<file path="src/rtl/amba_axi4_stream_seda_pkg.sv">
// Shared AXI4-Stream definitions: default beat layout, width derivation
// helpers and the FIFO depth legality check used by axis_fifo.
package amba_axi4_stream_seda_pkg;

    localparam int AXIS_DATA_BYTES = 4;
    localparam int AXIS_ID_WIDTH   = 4;
    localparam int AXIS_DEST_WIDTH = 4;
    localparam int AXIS_USER_WIDTH = 8;

    // Beat layout at the default widths; axis_fifo mirrors this field order
    // for its own parameterised widths so both pack identically.
    typedef struct packed {
        logic [8*AXIS_DATA_BYTES-1:0] data;
        logic [AXIS_DATA_BYTES-1:0]   strb;
        logic [AXIS_DATA_BYTES-1:0]   keep;
        logic                         last;
        logic [AXIS_ID_WIDTH-1:0]     id;
        logic [AXIS_DEST_WIDTH-1:0]   dest;
        logic [AXIS_USER_WIDTH-1:0]   user;
    } axis_beat_t;

    function automatic int tdata_width(input int data_bytes);
        return 8 * data_bytes;
    endfunction

    // data + strb + keep + last + id + dest + user
    function automatic int beat_width(input int data_bytes, input int id_w,
                                      input int dest_w, input int user_w);
        return 10 * data_bytes + 1 + id_w + dest_w + user_w;
    endfunction

    // One extra wrap bit distinguishes full from empty.
    function automatic int ptr_width(input int depth);
        return $clog2(depth) + 1;
    endfunction

    function automatic int level_width(input int depth);
        return $clog2(depth + 1);
    endfunction

    function automatic bit depth_is_pow2(input int depth);
        return (depth >= 2) && ((depth & (depth - 1)) == 0);
    endfunction

endpackage

</file>
<file path="src/rtl/axis_fifo_mem.sv">
// Beat storage for axis_fifo: DEPTH x WIDTH array with one write port and a
// registered read port. A read of the entry being written in the same cycle
// returns the incoming word (write-first), so the caller never needs a bypass.
module axis_fifo_mem #(
    parameter int WIDTH = 8,
    parameter int DEPTH = 8,
    parameter int AW    = $clog2(DEPTH)
) (
    input  logic             clk_i,
    input  logic             rst_n_i,
    input  logic             we_i,
    input  logic [AW-1:0]    waddr_i,
    input  logic [WIDTH-1:0] wdata_i,
    input  logic             re_i,
    input  logic [AW-1:0]    raddr_i,
    output logic [WIDTH-1:0] rdata_o
);

    logic [WIDTH-1:0] mem_q [DEPTH];
    logic [WIDTH-1:0] rdata_q;
    logic [WIDTH-1:0] rdata_d;

    // Storage array; contents are don't-care after reset, so no reset here.
    always_ff @(posedge clk_i) begin
        if (we_i) begin
            mem_q[waddr_i] <= wdata_i;
        end
    end

    // Read data select with write-first forwarding on an address collision.
    always_comb begin
        rdata_d = rdata_q;
        if (re_i) begin
            rdata_d = (we_i && (waddr_i == raddr_i)) ? wdata_i : mem_q[raddr_i];
        end
    end

    // Read register; cleared by reset because it drives the M_ payload directly.
    always_ff @(posedge clk_i or negedge rst_n_i) begin
        if (!rst_n_i) begin
            rdata_q <= '0;
        end else begin
            rdata_q <= rdata_d;
        end
    end

    assign rdata_o = rdata_q;

endmodule

</file>
<file path="src/rtl/axis_fifo.sv">
// AXI4-Stream synchronous FIFO with registered first-word-fall-through output.
// LEVEL counts every stored beat including the one presented on M_*.
// Define AXIS_FIFO_PACKET_MODE_EN for store-and-forward; otherwise cut-through.
module axis_fifo
    import amba_axi4_stream_seda_pkg::*;
#(
    parameter int DATA_BYTES = 4,
    parameter int ID_WIDTH   = 4,
    parameter int DEST_WIDTH = 4,
    parameter int USER_WIDTH = 8,
    parameter int DEPTH      = 8
) (
    input  logic                            ACLK,
    input  logic                            ARESETn,
    input  logic [8*DATA_BYTES-1:0]         S_TDATA,
    input  logic [DATA_BYTES-1:0]           S_TSTRB,
    input  logic [DATA_BYTES-1:0]           S_TKEEP,
    input  logic                            S_TLAST,
    input  logic [ID_WIDTH-1:0]             S_TID,
    input  logic [DEST_WIDTH-1:0]           S_TDEST,
    input  logic [USER_WIDTH-1:0]           S_TUSER,
    input  logic                            S_TVALID,
    output logic                            S_TREADY,
    output logic [8*DATA_BYTES-1:0]         M_TDATA,
    output logic [DATA_BYTES-1:0]           M_TSTRB,
    output logic [DATA_BYTES-1:0]           M_TKEEP,
    output logic                            M_TLAST,
    output logic [ID_WIDTH-1:0]             M_TID,
    output logic [DEST_WIDTH-1:0]           M_TDEST,
    output logic [USER_WIDTH-1:0]           M_TUSER,
    output logic                            M_TVALID,
    input  logic                            M_TREADY,
    output logic [$clog2(DEPTH+1)-1:0]      LEVEL
);

    localparam int AW = $clog2(DEPTH);
    localparam int PW = ptr_width(DEPTH);
    localparam int LW = level_width(DEPTH);
    localparam int BW = beat_width(DATA_BYTES, ID_WIDTH, DEST_WIDTH, USER_WIDTH);

    if (!depth_is_pow2(DEPTH)) begin : g_bad_depth
        $error("axis_fifo: DEPTH must be a power of two and at least 2");
    end

    typedef struct packed {
        logic [tdata_width(DATA_BYTES)-1:0] data;
        logic [DATA_BYTES-1:0]              strb;
        logic [DATA_BYTES-1:0]              keep;
        logic                               last;
        logic [ID_WIDTH-1:0]                id;
        logic [DEST_WIDTH-1:0]              dest;
        logic [USER_WIDTH-1:0]              user;
    } beat_t;

    logic [PW-1:0] wr_ptr_q, wr_ptr_d;
    logic [PW-1:0] rd_ptr_q, rd_ptr_d;
    logic          s_ready_q, s_ready_d;
    logic          m_valid_q, m_valid_d;
    logic          push, pop, full_d, nonempty_d, release_ok, load;
    beat_t         s_beat, m_beat;
    logic [BW-1:0] rdata;

    assign push = S_TVALID && s_ready_q;
    assign pop  = m_valid_q && M_TREADY;

    assign s_beat = '{data: S_TDATA, strb: S_TSTRB, keep: S_TKEEP, last: S_TLAST,
                      id: S_TID, dest: S_TDEST, user: S_TUSER};

    // Pointer next-state and the flags derived from it; S_TREADY is the
    // registered complement of next-cycle full, so it has no path from inputs.
    always_comb begin
        wr_ptr_d   = wr_ptr_q + PW'(push);
        rd_ptr_d   = rd_ptr_q + PW'(pop);
        full_d     = (wr_ptr_d[PW-1] != rd_ptr_d[PW-1]) &&
                     (wr_ptr_d[PW-2:0] == rd_ptr_d[PW-2:0]);
        nonempty_d = (wr_ptr_d != rd_ptr_d);
        s_ready_d  = !full_d;
    end

`ifdef AXIS_FIFO_PACKET_MODE_EN
    logic [LW-1:0] pkt_cnt_q, pkt_cnt_d;
    logic          rel_q, rel_d;

    // Complete-packet count and in-release tracking; a packet that has started
    // leaving keeps flowing until its TLAST, and a full FIFO forces release.
    always_comb begin
        pkt_cnt_d = pkt_cnt_q;
        if (push && S_TLAST) pkt_cnt_d = pkt_cnt_d + LW'(1);
        if (pop && M_TLAST)  pkt_cnt_d = pkt_cnt_d - LW'(1);
        rel_d = rel_q;
        if (pop) rel_d = !M_TLAST;
        release_ok = (pkt_cnt_d != '0) || full_d || rel_d;
    end

    // Packet-mode control registers.
    always_ff @(posedge ACLK or negedge ARESETn) begin
        if (!ARESETn) begin
            pkt_cnt_q <= '0;
            rel_q     <= 1'b0;
        end else begin
            pkt_cnt_q <= pkt_cnt_d;
            rel_q     <= rel_d;
        end
    end
`else
    assign release_ok = 1'b1;
`endif

    // Output stage reloads when it is empty or being drained and the oldest
    // stored beat (at the next read pointer) may be released.
    always_comb begin
        load      = (!m_valid_q || pop) && nonempty_d && release_ok;
        m_valid_d = (m_valid_q && !pop) || load;
    end

    // Pointer, ready and valid registers.
    always_ff @(posedge ACLK or negedge ARESETn) begin
        if (!ARESETn) begin
            wr_ptr_q  <= '0;
            rd_ptr_q  <= '0;
            s_ready_q <= 1'b0;
            m_valid_q <= 1'b0;
        end else begin
            wr_ptr_q  <= wr_ptr_d;
            rd_ptr_q  <= rd_ptr_d;
            s_ready_q <= s_ready_d;
            m_valid_q <= m_valid_d;
        end
    end

    axis_fifo_mem #(
        .WIDTH (BW),
        .DEPTH (DEPTH),
        .AW    (AW)
    ) u_mem (
        .clk_i   (ACLK),
        .rst_n_i (ARESETn),
        .we_i    (push),
        .waddr_i (wr_ptr_q[AW-1:0]),
        .wdata_i (s_beat),
        .re_i    (load),
        .raddr_i (rd_ptr_d[AW-1:0]),
        .rdata_o (rdata)
    );

    assign m_beat   = beat_t'(rdata);
    assign M_TDATA  = m_beat.data;
    assign M_TSTRB  = m_beat.strb;
    assign M_TKEEP  = m_beat.keep;
    assign M_TLAST  = m_beat.last;
    assign M_TID    = m_beat.id;
    assign M_TDEST  = m_beat.dest;
    assign M_TUSER  = m_beat.user;
    assign M_TVALID = m_valid_q;
    assign S_TREADY = s_ready_q;
    assign LEVEL    = LW'(wr_ptr_q - rd_ptr_q);

endmodule

</file>
<file path="config.mk">
export PLATFORM = sky130hd
export DESIGN_NAME = axis_fifo
export DESIGN_NICKNAME = d
export VERILOG_FILES = /design/src/rtl/amba_axi4_stream_seda_pkg.sv /design/src/rtl/axis_fifo_mem.sv /design/src/rtl/axis_fifo.sv
export SDC_FILE = /design/constraint.sdc
export NUM_CORES = 1
export LEC_CHECK = 0
export CAP_MARGIN = 20
export CORE_UTILIZATION = 49
export CTS_BUF_LIST = sky130_fd_sc_hd__clkbuf_8
export CTS_CLUSTER_SIZE = 8
export DETAILED_ROUTE_END_ITERATION = 6
export GPL_ROUTABILITY_DRIVEN = 0
export GPL_TIMING_DRIVEN = 1
export PLACE_DENSITY_LB_ADDON = 0.05
export SYNTH_ARGS = -nofsm -noshare
export SYNTH_HDL_FRONTEND = slang
export SYNTH_SLANG_ARGS = --single-unit
</file>
<file path="constraint.sdc">
create_clock -name ACLK -period 5.82 [get_ports ACLK]
set_clock_uncertainty 0.15 [all_clocks]
set_input_delay 0.873 -clock ACLK [delete_from_list [all_inputs] [get_ports ACLK]]
set_output_delay 0.873 -clock ACLK [all_outputs]
set_load 0.01 [all_outputs]
</file>
-- After elaboration in Yosys (flattened, before gate mapping)
Memory sizes are Yosys's and may differ from the RTL's. A register that Yosys moved wholly into a read port is not among the register bits.
Cells that the tools add are included.
- bits of input ports: 61
- word-level logic and storage cells: 24
- memories kept: 1
- register bits after elaboration: 10
- bits in latches: 0
- ROM bits: 0
- bits in writable memories: 456
- magnitude comparators: 0
- bitwise operators: 0
- reduce and logical (&&, ||, !) cells: 11
- shift operators: 0
- equality and inequality tests: 3
- $mul: 0
- multiplexer cells: 2
- $add $sub $neg: 3
- divide/modulo/power cells: 0
- memories (name ; words ; bits a word ; rd ports ; clocked after Yosys merged registers in ; write ports ; line ; text):
    u_mem.mem_q ; 8 ; 57 ; 1 ; 1 ; 1 ; axis_fifo_mem.sv:19 ; logic [WIDTH-1:0] mem_q [DEPTH];
- operators with widths (kind ; count):
    adder 4 x 1 -> 4 bit ; 2
    logical AND 1 bit ; 5
    logical NOT 1 bit ; 4
    != test 4 bit ; 1
    subtractor 4 bit ; 1
    equality test 3 bit ; 1
    logical OR 1 bit ; 2
    two-way mux 1 bit ; 2
    != test 1 bit ; 1

-- Depth between registers and ports, before layout
- depth after elaboration: 5
- mapped depth: 10

-- Cells and area by module
A second synthesis with hierarchy kept.
- cell total of the unflattened synthesis: 951
- area, all modules: 20273.2 µm²
- modules (own cells, without submodules) (module ; sequential area each (µm²) ; area an instance (µm²) ; times used ; cells each):
    axis_fifo_mem ; 15119.5 ; 19711.4 ; 1 ; 906
    axis_fifo ; 250.2 ; 561.8 ; 1 ; 45

-- Worst setup path before layout
No wires, ideal clock.
- path type: input port to flip-flop
- start point: in S_TVALID
- end point: mem u_mem.mem_q[1][0] (netlist name), enable pin
- arrival: 5171 ps
- path buffers: 1
- cell stages on the path: 4
- setup time: 542 ps
- slack: -43 ps
- cells stage by stage: and2_1 > clkbuf_1 > nand2_1 > nor3_1
- word-level cells in the longest chain between the ends: 3
- RTL lines (item ; line ; text):
    start, declared ; axis_fifo.sv:22 ; input logic S_TVALID,
    logical AND 1 bit ; axis_fifo.sv:63 ; assign push = S_TVALID && s_ready_q;
    two-way mux 1 bit ; axis_fifo_mem.sv:25 ; if (we_i) begin
    two-way mux 1 bit (implied by the code) ; axis_fifo_mem.sv:26 ; mem_q[waddr_i] <= wdata_i;
    end, declared ; axis_fifo_mem.sv:19 ;
Every way passes these cells.

-- Final worst setup path
- start point: in M_TREADY
- end point: reg u_mem.rdata_q[10] (netlist: u_mem.rdata_o[10]) (read register of u_mem.mem_q)
- word-level cells in the longest chain between the ends: 4
- elaborated cells between the ends (all ways): 5
- classes of those cells: add/sub: 1; eq/ne: 1; reduce/logical: 3
- RTL lines (item ; line ; text):
    start, declared ; axis_fifo.sv:32 ; input logic M_TREADY,
    logical AND 1 bit (*) ; axis_fifo.sv:64 ; assign pop = m_valid_q && M_TREADY;
    adder 4 x 1 -> 4 bit (*) ; axis_fifo.sv:73 ; rd_ptr_d = rd_ptr_q + PW'(pop);
    via rd_ptr_d[1] ; axis_fifo.sv:56 ; logic [PW-1:0] rd_ptr_q, rd_ptr_d;
    != test 4 bit ; axis_fifo.sv:76 ; nonempty_d = (wr_ptr_d != rd_ptr_d);
    logical AND 1 bit ; axis_fifo.sv:112 ; load = (!m_valid_q || pop) && nonempty_d && release_ok;
    end, declared ; axis_fifo_mem.sv:20 ; logic [WIDTH-1:0] rdata_q;
The timed path passes the listed nets; every way through them passes the cells marked *.

==> run metrics <==
status complete, but fails checks; failing checks design-rule violations; count of flip-flops with a built-in enable after synthesis 456; area growth from synthesis to layout 17.5%; total routing usage reported by global routing 21.6%; gate count after technology mapping 978; cell with the biggest individual delay on the critical path sky130_fd_sc_hd__ha_4; first-pass GRT wire length 66600 um; peak supply drop 0.000566 V; Sink Count 523; final setup TNS 0 ns; Post-Place Worst Slack 1.45 ns; die height 207 um; Final Hold Violating Endpoints 0; final critical delay including setup and external delays 3.67 ns; post-detailed-route wirelength per cell 25.1 um; maximum level of the CTS H-tree 3; CP Launch Type primary input; number of slew-limit violations in the final report 0; overall routed net length 44100 um; count of unresolved DRC violations after routing 7; via count 10100; Lkg Pwr 8.31 nW; Top FF cell, synth sky130_fd_sc_hd__edfxtp_1; design area 24100 um2; number of antenna violations at the first check in global routing 1; Synth Warn # 0; endpoint type of the worst setup path register; Clock Root Buffer sky130_fd_sc_hd__clkbuf_8; Top cell by count, worst path sky130_fd_sc_hd__ha_4; nets@finish 1220; synthesized netlist net count 1047; MaxCap Viol Count 0; fraction of final layout cells with drive strength greater than 1 22.7%; Worst Hold Slack 0.0569 ns; Congestion Overflow GR 0; transition time at the pin with the least slew margin 1.01 ns; class of the most critical setup path in -> reg; count of fill cells added during filler insertion 3083; Slew HR 32.6%; combined buffer and inverter count along the critical path 2; setup repair bufs after CTS 0; Core Area 41000 um2; clock tree buffer depth 3; cts hold-fix bufs 0; Final Power 13.9 mW; achievable clock frequency 273 MHz; instance area at placement 22500 um2; cts bufs inserted 85; CP peak stage delay 0.62 ns; number of top-level design ports 124; non-filler instance count after layout 1756; number of flip-flops and latches in the synthesized netlist 523; Power Density 575 nW/um2; crit-path cells clkdlybuf4s50_1, and2_1, ha_4, ha_4, xnor2_1, nand4_4, buf_12, mux2_2, mux2_1; Iter 0 DRT Violations 620; # diodes 0; worst path arrival time 4.02 ns; endpoints failing setup 0; CTS tree built; latest clock arrival within the worst-skew pair 0.64 ns; row cnt 74; data required time of the worst path 6.17 ns; final worst-path cycle share 63.0%; post-synth design cell area 20500 um2; pin count of the biggest net entering global routing 116; overall die area 42700 um2; Yosys cell types 31; slack of the critical path 2.15 ns; Synth Area per Inst 21.0 um2; detailed-route vias per instance 5.78; FFs w/ async S/R, synth 12.8%; Largest delay share family, worst path buffers and inverters; fin util 58.8%; Gates resized, CTS repair 0; min-delay worst type in -> async; count of buffers inserted at the top-level ports 123; router iterations before antenna repair 7; vias in the first global route 10900; number of cells after detailed placement 1596; unrepaired setup endpoints after global routing false; width of the die 207 um; effective utilization at floorplan 50.0%; Detailed Place HPWL 22800 um; highest fanout seen on the critical path 42; Final ANT Viol Nets 0; sequential share of the synthesized area 74.9%; Worst-path clk slew 0.06 ns
[layer usage]
metal	up-vias	share of wire [%]	global-route usage (%)
met2	272	50	35.9
met4	2	2.3	6.80
met5	-	0.029	0
li1	4417	-	-
met1	5362	43	29.1
met3	93	4.8	4.14
[report_power, final]
group / internal, mW / switching (mW)
Combinational: 2.90 / 2.86
Clock: 1.57 / 1.39
Sequential: 4.84 / 0.302
[final timing paths]
kind	depth (start not counted)	from	slack, ns	endpoint
worst max register to register	8	M_TVALID$_DFF_PN0_	2.37	u_mem.rdata_o[10]$_DFFE_PN0P_
max in group asynchronous	2	ARESETn	4.46	u_mem.rdata_o[28]$_DFFE_PN0P_
worst min register to register	1	u_mem.rdata_o[47]$_DFFE_PN0P_	0.34	u_mem.rdata_o[47]$_DFFE_PN0P_
worst max-delay path	9	M_TREADY	2.15	u_mem.rdata_o[10]$_DFFE_PN0P_
min in group ACLK	1	u_mem.rdata_o[47]$_DFFE_PN0P_	0.34	u_mem.rdata_o[47]$_DFFE_PN0P_
worst min-delay path	1	ARESETn	0.06	u_mem.rdata_o[46]$_DFFE_PN0P_
[sequential cells by signal, summed over array words and instances, names as in the netlist]
register	count
u_mem.rdata_o	57
rd_ptr_q	4
M_TVALID	1
wr_ptr_q	4
u_mem.mem_q	456
S_TREADY	1
[synthesized netlist by cell type, types with 5 or more instances]
cell,count,area share [%]
sky130_fd_sc_hd__mux2_2,14,0.77
sky130_fd_sc_hd__buf_6,5,0.27
sky130_fd_sc_hd__dfrtp_1,67,8.2
sky130_fd_sc_hd__mux2i_1,52,2.5
sky130_fd_sc_hd__nand2_1,57,1.0
sky130_fd_sc_hd__clkbuf_1,13,0.24
sky130_fd_sc_hd__mux4_2,114,13
sky130_fd_sc_hd__ha_1,7,0.43
sky130_fd_sc_hd__o21a_1,52,1.9
sky130_fd_sc_hd__xnor2_1,9,0.38
sky130_fd_sc_hd__edfxtp_1,456,67
sky130_fd_sc_hd__nor2_1,6,0.11
sky130_fd_sc_hd__buf_2,42,1.0
sky130_fd_sc_hd__a32o_1,52,2.5
sky130_fd_sc_hd__inv_1,5,0.092
[cells in the final DEF (no fill, tap or decap)]
cell type                         netlist  final
sky130_fd_sc_hd__and2_1                 2      2
sky130_fd_sc_hd__buf_12                 0      8
sky130_fd_sc_hd__mux4_2               114    114
sky130_fd_sc_hd__xnor2_1                9      9
sky130_fd_sc_hd__nand3_1                3      3
sky130_fd_sc_hd__mux2i_1               52     52
sky130_fd_sc_hd__nand2_2                0      1
sky130_fd_sc_hd__edfxtp_1             456    456
sky130_fd_sc_hd__dfrtp_1               67     67
sky130_fd_sc_hd__clkinv_1               0      6
sky130_fd_sc_hd__nand2b_4               0      1
sky130_fd_sc_hd__inv_6                  0      1
sky130_fd_sc_hd__clkinv_2               0      2
sky130_fd_sc_hd__a21bo_2                0      1
sky130_fd_sc_hd__xor2_4                 1      1
sky130_fd_sc_hd__clkbuf_8               0    101
sky130_fd_sc_hd__inv_1                  5     52
sky130_fd_sc_hd__ha_1                   7      5
sky130_fd_sc_hd__a21oi_1                1      1
sky130_fd_sc_hd__nand2b_1               4      3
sky130_fd_sc_hd__ha_4                   0      2
sky130_fd_sc_hd__nor2_4                 0      6
sky130_fd_sc_hd__mux2_2                14     14
sky130_fd_sc_hd__clkinvlp_4             0      3
sky130_fd_sc_hd__clkdlybuf4s50_1        0    122
sky130_fd_sc_hd__a32o_1                52     52
sky130_fd_sc_hd__mux2_1                 1      1
sky130_fd_sc_hd__nor3_4                 1      3
sky130_fd_sc_hd__xnor3_1                1      1
sky130_fd_sc_hd__nand4_4                0      1
sky130_fd_sc_hd__xor2_1                 4      4
sky130_fd_sc_hd__nand2_1               57     56
sky130_fd_sc_hd__buf_4                  2     19
sky130_fd_sc_hd__fa_1                   1      1
sky130_fd_sc_hd__a21o_1                 1      1
sky130_fd_sc_hd__o21a_1                52     52
[layout make-up]
| type | instances | area, um2 | area share (%) |
|---|---|---|---|
| Inverter | 5 | 18.8 | 0.0778 |
| Timing Repair Buffer | 149 | 1520 | 6.32 |
| Tap cell | 532 | 666 | 2.76 |
| Sequential cell | 523 | 15400 | 63.7 |
| Multi-Input combinational cell | 387 | 4900 | 20.3 |
| Clock inverter | 59 | 240 | 0.996 |
| Clock buffer | 101 | 1390 | 5.77 |
[kinds of logic (layout without fill, tap and decap cells)]
family | after synthesis | in the layout | synth area share (%)
flops | 523 | 523 | 74.9
compound gates | 107 | 107 | 4.55
fa+ha+maj | 8 | 8 | 0.525
simple gates | 76 | 76 | 1.60
mux | 181 | 181 | 15.9
buf+inv | 68 | 314 | 1.72
xor+xnor | 15 | 15 | 0.799
No activity file was read; power rests on OpenSTA's default activity.
